**src/rtl/noc_flit_pkg.sv**
```systemverilog
// Shared flit format for the packet splitter and collector: field widths,
// bit offsets and the splitter FSM state type.
package noc_flit_pkg;

  localparam int SLICE_W = 17;
  localparam int SLICES  = 4;
  localparam int PKT_W   = 68;
  localparam int BIDX_W  = 2;

  typedef enum logic [0:0] {
    ST_IDLE = 1'b0,
    ST_SEND = 1'b1
  } split_state_t;

  function automatic int node_w(input int node_count);
    return (node_count > 1) ? $clog2(node_count) : 1;
  endfunction

  function automatic int flit_w(input int node_count, input int id_w);
    return 1 + 2 * node_w(node_count) + id_w + SLICE_W + BIDX_W;
  endfunction

  // Offsets of each field's LSB, LSB-first: byte_index, node_start, packet_id, data, node_dest, valid
  function automatic int start_lsb();
    return BIDX_W;
  endfunction

  function automatic int id_lsb(input int node_count);
    return BIDX_W + node_w(node_count);
  endfunction

  function automatic int data_lsb(input int node_count, input int id_w);
    return id_lsb(node_count) + id_w;
  endfunction

  function automatic int dest_lsb(input int node_count, input int id_w);
    return data_lsb(node_count, id_w) + SLICE_W;
  endfunction

  function automatic int valid_bit(input int node_count, input int id_w);
    return dest_lsb(node_count, id_w) + node_w(node_count);
  endfunction

endpackage

```
**src/rtl/packet_splitter_fifo.sv**
```systemverilog
// Synchronous packet FIFO with full/empty/count; push and pop only act when ce is high.
module packet_fifo #(
  parameter  int WIDTH = 71,
  parameter  int DEPTH = 4,
  localparam int AW    = (DEPTH > 1) ? $clog2(DEPTH) : 1,
  localparam int CW    = AW + 1
) (
  input  logic             clk,
  input  logic             rst_n,
  input  logic             ce,
  input  logic             push,
  input  logic [WIDTH-1:0] din,
  input  logic             pop,
  output logic [WIDTH-1:0] dout,
  output logic             full,
  output logic             empty,
  output logic [CW-1:0]    count
);

  logic [WIDTH-1:0] mem [DEPTH];
  logic [AW-1:0]    wr_ptr;
  logic [AW-1:0]    rd_ptr;
  logic             do_push;
  logic             do_pop;

  assign full    = (count == CW'(DEPTH));
  assign empty   = (count == {CW{1'b0}});
  assign do_push = ce && push && !full;
  assign do_pop  = ce && pop && !empty;
  assign dout    = mem[rd_ptr];

  always_ff @(posedge clk) begin
    if (do_push) begin
      mem[wr_ptr] <= din;
    end
  end

  // Pointers wrap naturally because DEPTH is a power of two
  always_ff @(posedge clk or negedge rst_n) begin
    if (!rst_n) begin
      wr_ptr <= {AW{1'b0}};
      rd_ptr <= {AW{1'b0}};
      count  <= {CW{1'b0}};
    end else begin
      if (do_push) begin
        wr_ptr <= wr_ptr + AW'(1);
      end
      if (do_pop) begin
        rd_ptr <= rd_ptr + AW'(1);
      end
      case ({do_push, do_pop})
        2'b10:   count <= count + CW'(1);
        2'b01:   count <= count - CW'(1);
        default: count <= count;
      endcase
    end
  end

endmodule

```
**src/rtl/packet_splitter.sv**
```systemverilog
// Buffers 68-bit packets, tags them with source node and rolling packet_id,
// and serialises each into four flits for the network.
module packet_splitter
  import noc_flit_pkg::*;
#(
  parameter  int NODE_COUNT      = 8,
  parameter  int PACKET_ID_WIDTH = 5,
  parameter  int FIFO_DEPTH      = 4,
  localparam int NODE_W          = node_w(NODE_COUNT),
  localparam int FLIT_W          = flit_w(NODE_COUNT, PACKET_ID_WIDTH)
) (
  input  logic              clk,
  input  logic              rst_n,
  input  logic              ce,
  input  logic [NODE_W-1:0] node_id,
  input  logic              pkt_valid,
  output logic              pkt_ready,
  input  logic [PKT_W-1:0]  pkt_data,
  input  logic [NODE_W-1:0] pkt_dest,
  output logic [FLIT_W-1:0] flit_out,
  output logic              flit_valid,
  input  logic              flit_ready,
  output logic              busy
);

  localparam int ENTRY_W = PKT_W + NODE_W;
  localparam int CNT_W   = $clog2(FIFO_DEPTH) + 1;
  localparam int ID_LSB  = id_lsb(NODE_COUNT);
  localparam int DAT_LSB = data_lsb(NODE_COUNT, PACKET_ID_WIDTH);
  localparam int DST_LSB = dest_lsb(NODE_COUNT, PACKET_ID_WIDTH);
  localparam int VLD_BIT = valid_bit(NODE_COUNT, PACKET_ID_WIDTH);
  localparam int STR_LSB = start_lsb();

  split_state_t               state;
  split_state_t               next_state;
  logic [ENTRY_W-1:0]         head;
  logic                       full;
  logic                       empty;
  logic [CNT_W-1:0]           count;
  logic                       load;
  logic                       step;
  logic [PKT_W-1:0]           shift;
  logic [NODE_W-1:0]          dest;
  logic [NODE_W-1:0]          start;
  logic [PACKET_ID_WIDTH-1:0] pkt_id;
  logic [PACKET_ID_WIDTH-1:0] id_cnt;
  logic [BIDX_W-1:0]          byte_idx;

  packet_fifo #(
    .WIDTH (ENTRY_W),
    .DEPTH (FIFO_DEPTH)
  ) u_fifo (
    .clk   (clk),
    .rst_n (rst_n),
    .ce    (ce),
    .push  (pkt_valid),
    .din   ({pkt_data, pkt_dest}),
    .pop   (load),
    .dout  (head),
    .full  (full),
    .empty (empty),
    .count (count)
  );

  assign pkt_ready  = !full;
  assign flit_valid = (state == ST_SEND);
  assign busy       = (count != {CNT_W{1'b0}}) || (state == ST_SEND);

  always_ff @(posedge clk or negedge rst_n) begin
    if (!rst_n) begin
      state <= ST_IDLE;
    end else begin
      state <= next_state;
    end
  end

  always_comb begin
    next_state = state;
    case (state)
      ST_IDLE: begin
        if (ce && !empty) next_state = ST_SEND;
        else              next_state = ST_IDLE;
      end
      ST_SEND: begin
        if (ce && flit_ready && (byte_idx == 2'd3) && empty) next_state = ST_IDLE;
        else                                                 next_state = ST_SEND;
      end
      default: next_state = ST_IDLE;
    endcase
  end

  // load pops the next packet (also back-to-back after the last flit); step advances the slice
  always_comb begin
    load = 1'b0;
    step = 1'b0;
    case (state)
      ST_IDLE: begin
        if (ce && !empty) load = 1'b1;
        else              load = 1'b0;
      end
      ST_SEND: begin
        if (ce && flit_ready) begin
          if (byte_idx == 2'd3) load = !empty;
          else                  step = 1'b1;
        end else begin
          load = 1'b0;
          step = 1'b0;
        end
      end
      default: begin
        load = 1'b0;
        step = 1'b0;
      end
    endcase
  end

  always_ff @(posedge clk or negedge rst_n) begin
    if (!rst_n) begin
      shift    <= {PKT_W{1'b0}};
      dest     <= {NODE_W{1'b0}};
      start    <= {NODE_W{1'b0}};
      pkt_id   <= {PACKET_ID_WIDTH{1'b0}};
      id_cnt   <= {PACKET_ID_WIDTH{1'b0}};
      byte_idx <= 2'd0;
    end else if (load) begin
      shift    <= head[ENTRY_W-1 -: PKT_W];
      dest     <= head[NODE_W-1:0];
      start    <= node_id;
      pkt_id   <= id_cnt;
      id_cnt   <= id_cnt + PACKET_ID_WIDTH'(1);
      byte_idx <= 2'd0;
    end else if (step) begin
      shift    <= {shift[PKT_W-SLICE_W-1:0], {SLICE_W{1'b0}}};
      byte_idx <= byte_idx + 2'd1;
    end
  end

  // Flit is assembled purely from registers and forced to zero when not valid
  always_comb begin
    flit_out = {FLIT_W{1'b0}};
    if (state == ST_SEND) begin
      flit_out[VLD_BIT]                     = 1'b1;
      flit_out[DST_LSB +: NODE_W]           = dest;
      flit_out[DAT_LSB +: SLICE_W]          = shift[PKT_W-1 -: SLICE_W];
      flit_out[ID_LSB +: PACKET_ID_WIDTH]   = pkt_id;
      flit_out[STR_LSB +: NODE_W]           = start;
      flit_out[BIDX_W-1:0]                  = byte_idx;
    end else begin
      flit_out = {FLIT_W{1'b0}};
    end
  end

endmodule

```
**config.mk**
```make
export PLATFORM = sky130hd
export DESIGN_NAME = packet_splitter
export DESIGN_NICKNAME = d
export VERILOG_FILES = /design/src/rtl/noc_flit_pkg.sv /design/src/rtl/packet_splitter_fifo.sv /design/src/rtl/packet_splitter.sv
export SDC_FILE = /design/constraint.sdc
export NUM_CORES = 1
export LEC_CHECK = 0
export BUFFER_PORTS_ARGS = -buffer_cell sky130_fd_sc_hd__buf_2
export CORE_MARGIN = 5
export CORE_UTILIZATION = 32
export CTS_CLUSTER_SIZE = 24
export DETAILED_ROUTE_END_ITERATION = 8
export PLACE_DENSITY = 0.59
export SETUP_SLACK_MARGIN = 0.4
export SYNTH_ARGS = -nofsm -noshare
export SYNTH_HDL_FRONTEND = slang
export SYNTH_SLANG_ARGS = --single-unit
```
**constraint.sdc**
```tcl
create_clock -name clk -period 5.3 [get_ports clk]
set_clock_uncertainty 0.15 [all_clocks]
set_input_delay 0.53 -clock clk [delete_from_list [all_inputs] [get_ports clk]]
set_output_delay 0.53 -clock clk [all_outputs]
set_load 0.02 [all_outputs]
```
==> flow_metrics.tcl, run 1 <==
set metrics [dict create \
    core_um2 46560 \
    vdd_drop_max_v 0.0002675 \
    ys_seq_area_frac 0.7237 \
    yosysMostFrequentCell "edfxtp_1" \
    grt_usage 0.1301 \
    rsz0062_at_grt "no" \
    sw_frac_of_total 0.2820 \
    cp_cell_sequence "and4b_2 > buf_4 > mux2_2 > mux2_2" \
    die_w_um 226.8 \
    clock_latency_ps 530 \
    p_comb_frac 0.214 \
    synth_cells 780 \
    drive_above_1_share 0.3675 \
    ios 113 \
    firstDrtPassIters 4 \
    start_kind "register" \
    cts_hold_buf 1 \
    synth_commonest_cells "edfxtp_1 (284), dfrtp_1 (94), mux4_2 (71), mux2_2 (56), nand2_1 (35)" \
    clk_pin_slew_ps 60 \
    vias 7418 \
    timing_worst_setup_path_type "reg -> reg" \
    portBuffers 112 \
    postSynthAreaPerCell_um2 19.27 \
    antenna_found_initial 7 \
    via_per_inst 4.829 \
    p_switching_mw 2.449 \
    relSlewSlack 0.2367 \
    syn-cell-area_um2 15030 \
    synth_fp_nets 867 \
    syn_to_final_growth_pct 16.10 \
    numCtsBuffers 40 \
    grt_first_pass_wirelength_mm 50.76 \
    holdCritPathClass "in -> reg" \
    fin_tns_setup_ps 0 \
    internal_power_mw 6.237 \
    htree_num_levels 2 \
    grt_pass1_vias 7772 \
    hold_viol_final 0 \
    yosys-top-cells-area "edfxtp_1 (57%), dfrtp_1 (16%), mux4_2 (11%), mux2_2 (4.2%), mux2_4 (1.7%)" \
    cts_buffer_depth 3 \
    place.gp.congestion 0.7021 \
    dr.first_iter.drc_count 511 \
    cellLeakagePower_nw 6.290 \
    setup_violations 0 \
    end_kind "register" \
    drv_slew 0 \
    wl_mm 33.61 \
    cts_num_sinks 378 \
    required_ps 5550 \
    wl_per_cell_um 21.88 \
    cts_resized 0 \
    p_per_area_nw_per_um2 497.6 \
    nets 984 \
    worst_path_most_repeated_cell "mux2_2" \
    ys.warnings.count 0 \
    status "completed" \
    fmax_ghz 0.3374 \
    ys.flop_type "edfxtp_1" \
    row_count 79 \
    drt.antenna.violating_nets 0 \
    synth_edf_count 284 \
    grt_max_degree 73 \
    cts_tree "yes" \
    finalCriticalPeriod_ps 2964 \
    dieHeight_um 226.8 \
    clockPowerShare 0.303 \
    yosysTopAreaCellShare 0.5672 \
    fin_crit_sh 0.5592 \
    crit_slowest_cell "and4b_2" \
    cts_root_buf "clkbuf_16" \
    synth_top_cell_by_area "edfxtp_1" \
    p_seq_frac 0.483 \
    dp.final_hpwl_mm 21.33 \
    synth-async-reset-ratio 0.2487 \
    post-route-drc-count 0 \
    dieArea_um2 51420 \
    arrival_ps 3220 \
    post_cts_buffers 0 \
    initial_core_util 0.3229 \
    slowest_delay_ps 1030 \
    yosysUniqueCellTypes 37 \
    postLayoutCoreUtil 0.3749 \
    synth-seq-cells 378 \
    tightest_slew_ps 1145 \
    cap_violations 0 \
    overflow 0 \
    crit_path_max_fanout 44 \
]
metrics by stage:
stage	worst slack (ps)	instances	instance area [um2]	total power, mW	hold WS [ps]
finish	2336	1536	17460	8.686	60.65
global route	2152	1535	17450	9.114	41.29
detailed placement	2108	1461	16200	6.175	317.3
global placement	2200	1461	16200	6.141	307.0
floorplan	1976	780	15030	5.489	84.41
CTS	2322	1535	17450	8.823	35.46
worst paths after layout:
kind	start	endpoint	slack, ps	cells past startpoint
worst min-delay path	pkt_data[0]	u_fifo.mem[2][3]	60	1
min in group asynchronous	rst_n	shift[52]	510	2
worst max-delay path	flit_valid	shift[25]	2340	4
worst max register to register	flit_valid	shift[25]	2340	4
max in group asynchronous	rst_n	u_fifo.rd_ptr[0]	3370	3
worst min register to register	id_cnt[4]	id_cnt[4]	320	1
kinds of logic after synthesis:
logic type                 after synthesis  share of synthesized area
DFF                                    378                     0.7237
muxes                                  159                     0.1764
and+or+nand+nor                         79                    0.02705
AOI/OAI and AO/OA                       73                    0.03545
buffers and inverters                   72                    0.02380
xor gates and xnor gates                11                   0.006408
adders and majority gates                8                   0.007157
flip-flops by register name, summed over array words and instances (netlist names):
register       flops
u_fifo.rd_ptr      2
u_fifo.count       3
byte_idx           2
pkt_id             5
dest               3
u_fifo.mem       284
flit_valid         1
start              3
u_fifo.wr_ptr      2
shift             68
id_cnt             5
critical path: cells and delay by family (launching register included):
| kind | cells | cell delay, ps |
|---|---|---|
| buffers and inverters | 1 | 390 |
| DFF | 1 | 640 |
| muxes | 2 | 610 |
| and+or+nand+nor | 1 | 1030 |
power by group through the flow:
stage | Combinational (mW) | Clock (mW) | Sequential (mW)
final | 1.86 | 2.63 | 4.19
after global routing | 2.02 | 2.82 | 4.28
after CTS | 1.91 | 2.70 | 4.22
after detailed placement | 1.90 | 0 | 4.28
after global placement | 1.88 | 0 | 4.26
after floorplan | 1.60 | 0 | 3.89
cells in the final DEF (no fill, tap or decap), types with 7 or more instances in the layout:
master / synthesis / layout
and2_1: 31 / 27
buf_2: 16 / 111
buf_4: 7 / 14
clkbuf_1: 19 / 10
clkbuf_16: 0 / 41
clkinv_2: 0 / 10
dfrtp_1: 94 / 92
edfxtp_1: 284 / 284
ha_1: 7 / 7
inv_1: 20 / 20
mux2_1: 14 / 14
mux2_2: 56 / 56
mux2_4: 17 / 17
mux4_2: 71 / 71
nand2_1: 35 / 35
o211ai_1: 33 / 33
o21ai_0: 18 / 18
o311ai_1: 14 / 14
cell type report:
type | instances | area, um2
Fill cell | 4261 | 29100
Sequential cell | 378 | 10890
Multi-Input combinational cell | 330 | 3817
Clock buffer | 52 | 1077
Tap cell | 607 | 759.5
Timing Repair Buffer | 126 | 670.6
Clock inverter | 21 | 161.4
Inverter | 21 | 78.83
Antenna cell | 1 | 2.502
metal layers:
metal,vias to the layer above,track usage,part of all wire
met4,8,0.02426,0.014
met1,3864,0.1769,0.43
li1,3324,-,-
met5,-,0,0.0016
met3,50,0.03224,0.057
met2,172,0.2158,0.50
No activity file was read; power rests on OpenSTA's default activity.
==> run 2: changes to the inputs <==
==> constraint.sdc (replaced) <==
create_clock -name clk -period 3 [get_ports clk]
set_clock_uncertainty 0.15 [all_clocks]
set_input_delay 0.3 -clock clk [delete_from_list [all_inputs] [get_ports clk]]
set_output_delay 0.3 -clock clk [all_outputs]
set_load 0.02 [all_outputs]
==> run 2 against run 1 <==
Global-route usage grew 0.29 points. Final area grew 6.2%. Count of clock-buffer cells in the layout grew 2. Wire length grew 1.8%. Worst hold slack lost 17 ps. Clock power grew 82%. Via count grew 4.3%. Combinational power grew 110%. Flip-flop and latch count is the same. Register-to-register slack lost 1700 ps. First-iteration DRC count shrank 20%. Core utilization grew 2.3 points. Critical path type is now reg -> out. Critical endpoint is now flit_out[6]. Largest power group unchanged.
==> flow_metrics.tcl, run 2 (same netlist as run 1, synthesis figures left out) <==
set metrics [dict create \
    cts_root_buf "clkbuf_16" \
    post_cts_buffers 0 \
    layout_commonest_cell "edfxtp_1" \
    clock_latency_ps 560 \
    grt_first_pass_wirelength_mm 51.81 \
    timing_worst_setup_path_type "reg -> out" \
    cts_tree "yes" \
    dieArea_um2 51420 \
    ios 113 \
    worstHoldPathCells 3 \
    finalCriticalPeriod_ps 2419 \
    tightest_slew_ps 706.2 \
    grt_max_degree 85 \
    initial_core_util 0.3229 \
    fmax_ghz 0.4133 \
    place.gp.congestion 0.7438 \
    cts_num_sinks 378 \
    vdd_drop_max_v 0.0003889 \
    ff2ff_setup_slack_ps 630 \
    grt_pass1_vias 8118 \
    p_seq_frac 0.450 \
    post-route-drc-count 0 \
    p_per_area_nw_per_um2 852.9 \
    cellLeakagePower_nw 6.735 \
    sw_frac_of_total 0.2844 \
    portBuffers 112 \
    top_regs "u_fifo.mem: 284 flops, shift: 68 flops" \
    fin_tns_setup_ps 0 \
    via_per_inst 4.775 \
    row_count 79 \
    core_um2 46560 \
    cap_violations 0 \
    dr.first_iter.drc_count 408 \
    cts_buffer_depth 3 \
    die_w_um 226.8 \
    r2r_end "shift[67]" \
    relSlewSlack 0.5292 \
    firstDrtPassIters 5 \
    internal_power_mw 11.31 \
    drt.antenna.violating_nets 0 \
    layout_common_cells "edfxtp_1 (284), buf_2 (111), dfrtp_1 (92)" \
    syn_to_final_growth_pct 23.29 \
    power_mw 15.81 \
    fin_crit_sh 0.8065 \
    largest_register "u_fifo.mem" \
    setup_violations 0 \
    drive_above_1_share 0.3481 \
    holdCritPathClass "in -> reg" \
    largest_reg_flops 284 \
    dieHeight_um 226.8 \
    r2r_start "byte_idx[0]" \
    clk_pin_slew_ps 60 \
    p_comb_frac 0.247 \
    p_switching_mw 4.496 \
    required_ps 2550 \
    clockPowerShare 0.302 \
    overflow 0 \
    hp-start "ce" \
    arrival_ps 1970 \
    r2r_cells 5 \
    holdPathEnd "flit_valid" \
    dp.final_hpwl_mm 22.02 \
    numCtsBuffers 39 \
    end_kind "primary output" \
    status "completed" \
    hold_viol_final 0 \
    vias 7740 \
    rsz0062_at_grt "no" \
    htree_num_levels 2 \
    start_kind "register" \
    crit_path_max_fanout 21 \
    antenna_found_initial 5 \
    wl_mm 34.21 \
    drv_slew 0 \
    grt_usage 0.1330 \
    diodes 0 \
    wl_per_cell_um 21.10 \
    nets 1072 \
]
[run 2: cell types whose count changed in the layout (fill, tap and decap cells not counted), sizes merged]
cell         previous run  this run
inv                    23        22
dlygate4sd3             1        75
and2                   31        32
buf                   125       139
clkinvlp                2         1
bufinv                  2         3
clkbuf                 52        54
clkinv                 15        11
diode                   1         0
[run 2: power groups by stage]
stage	logic, mW	clock network [mW]	registers [mW]
after floorplan	2.83	0	6.85
after global placement	3.88	0	7.21
after detailed placement	3.90	0	7.23
after CTS	4.00	4.90	7.13
after global routing	4.25	5.14	7.21
final	3.91	4.78	7.12
[run 2: cell type report]
class	count	area, um2
fillers	4203	28020
flip-flops and latches	378	10890
well taps	607	759.5
inverters	21	81.33
multi-input cells	331	3826
repair buffers	214	1717
clock buffers	54	1072
clock inverters	16	191.4
[run 2: worst max path at each step]
stage | startpoint | end | slack, ps | cells past startpoint
finish | flit_valid | flit_out[6] | 580 | 4
global route | flit_valid | flit_out[6] | 460 | 4
CTS | flit_valid | flit_out[6] | 510 | 4
detailed placement | u_fifo.count[0] | u_fifo.mem[0][65] | 560 | 4
global placement | ce | u_fifo.mem[0][65] | 600 | 5
floorplan | u_fifo.count[0] | u_fifo.mem[0][0] | 440 | 4
[run 2: metal layers]
metal / global-route usage / wire, um / share of wire / up-vias
li1: - / - / - / 3488
met1: 0.1855 / 15200 / 0.44 / 4024
met2: 0.2190 / 16680 / 0.49 / 171
met3: 0.02563 / 1786 / 0.052 / 49
met4: 0.02814 / 505 / 0.015 / 8
met5: 0 / 42 / 0.0012 / -
[run 2: what timing repair did]
item / 4_1_cts / 5_1_grt
setup endpoints to repair: 3 / 29
hold buffers: 75 / 0
hold endpoints to repair: 331 / 0
resized for setup: 1 / 1
pin swaps: 0 / 1
cloned: 0 / 1
[run 2: stage by stage]
| step | hold slack (ps) | area [um2] | utilization | instances | setup slack [ps] |
|---|---|---|---|---|---|
| floorplan | -145.6 | 15040 | - | 780 | 438.9 |
| global placement | 241.7 | 16510 | 0.3546 | 1475 | 596.9 |
| detailed placement | 251.2 | 16510 | 0.3546 | 1475 | 562.1 |
| CTS | 10.32 | 18520 | 0.3979 | 1620 | 506.9 |
| global route | 36.30 | 18540 | 0.3981 | 1621 | 464.6 |
| finish | 43.24 | 18540 | 0.3981 | 1621 | 580.5 |
[run 2: critical path: stages (launching register included)]
cell and delay, ps:
dfrtp_1 470, buf_4 280, buf_4 280, and2_1 200, buf_2 180
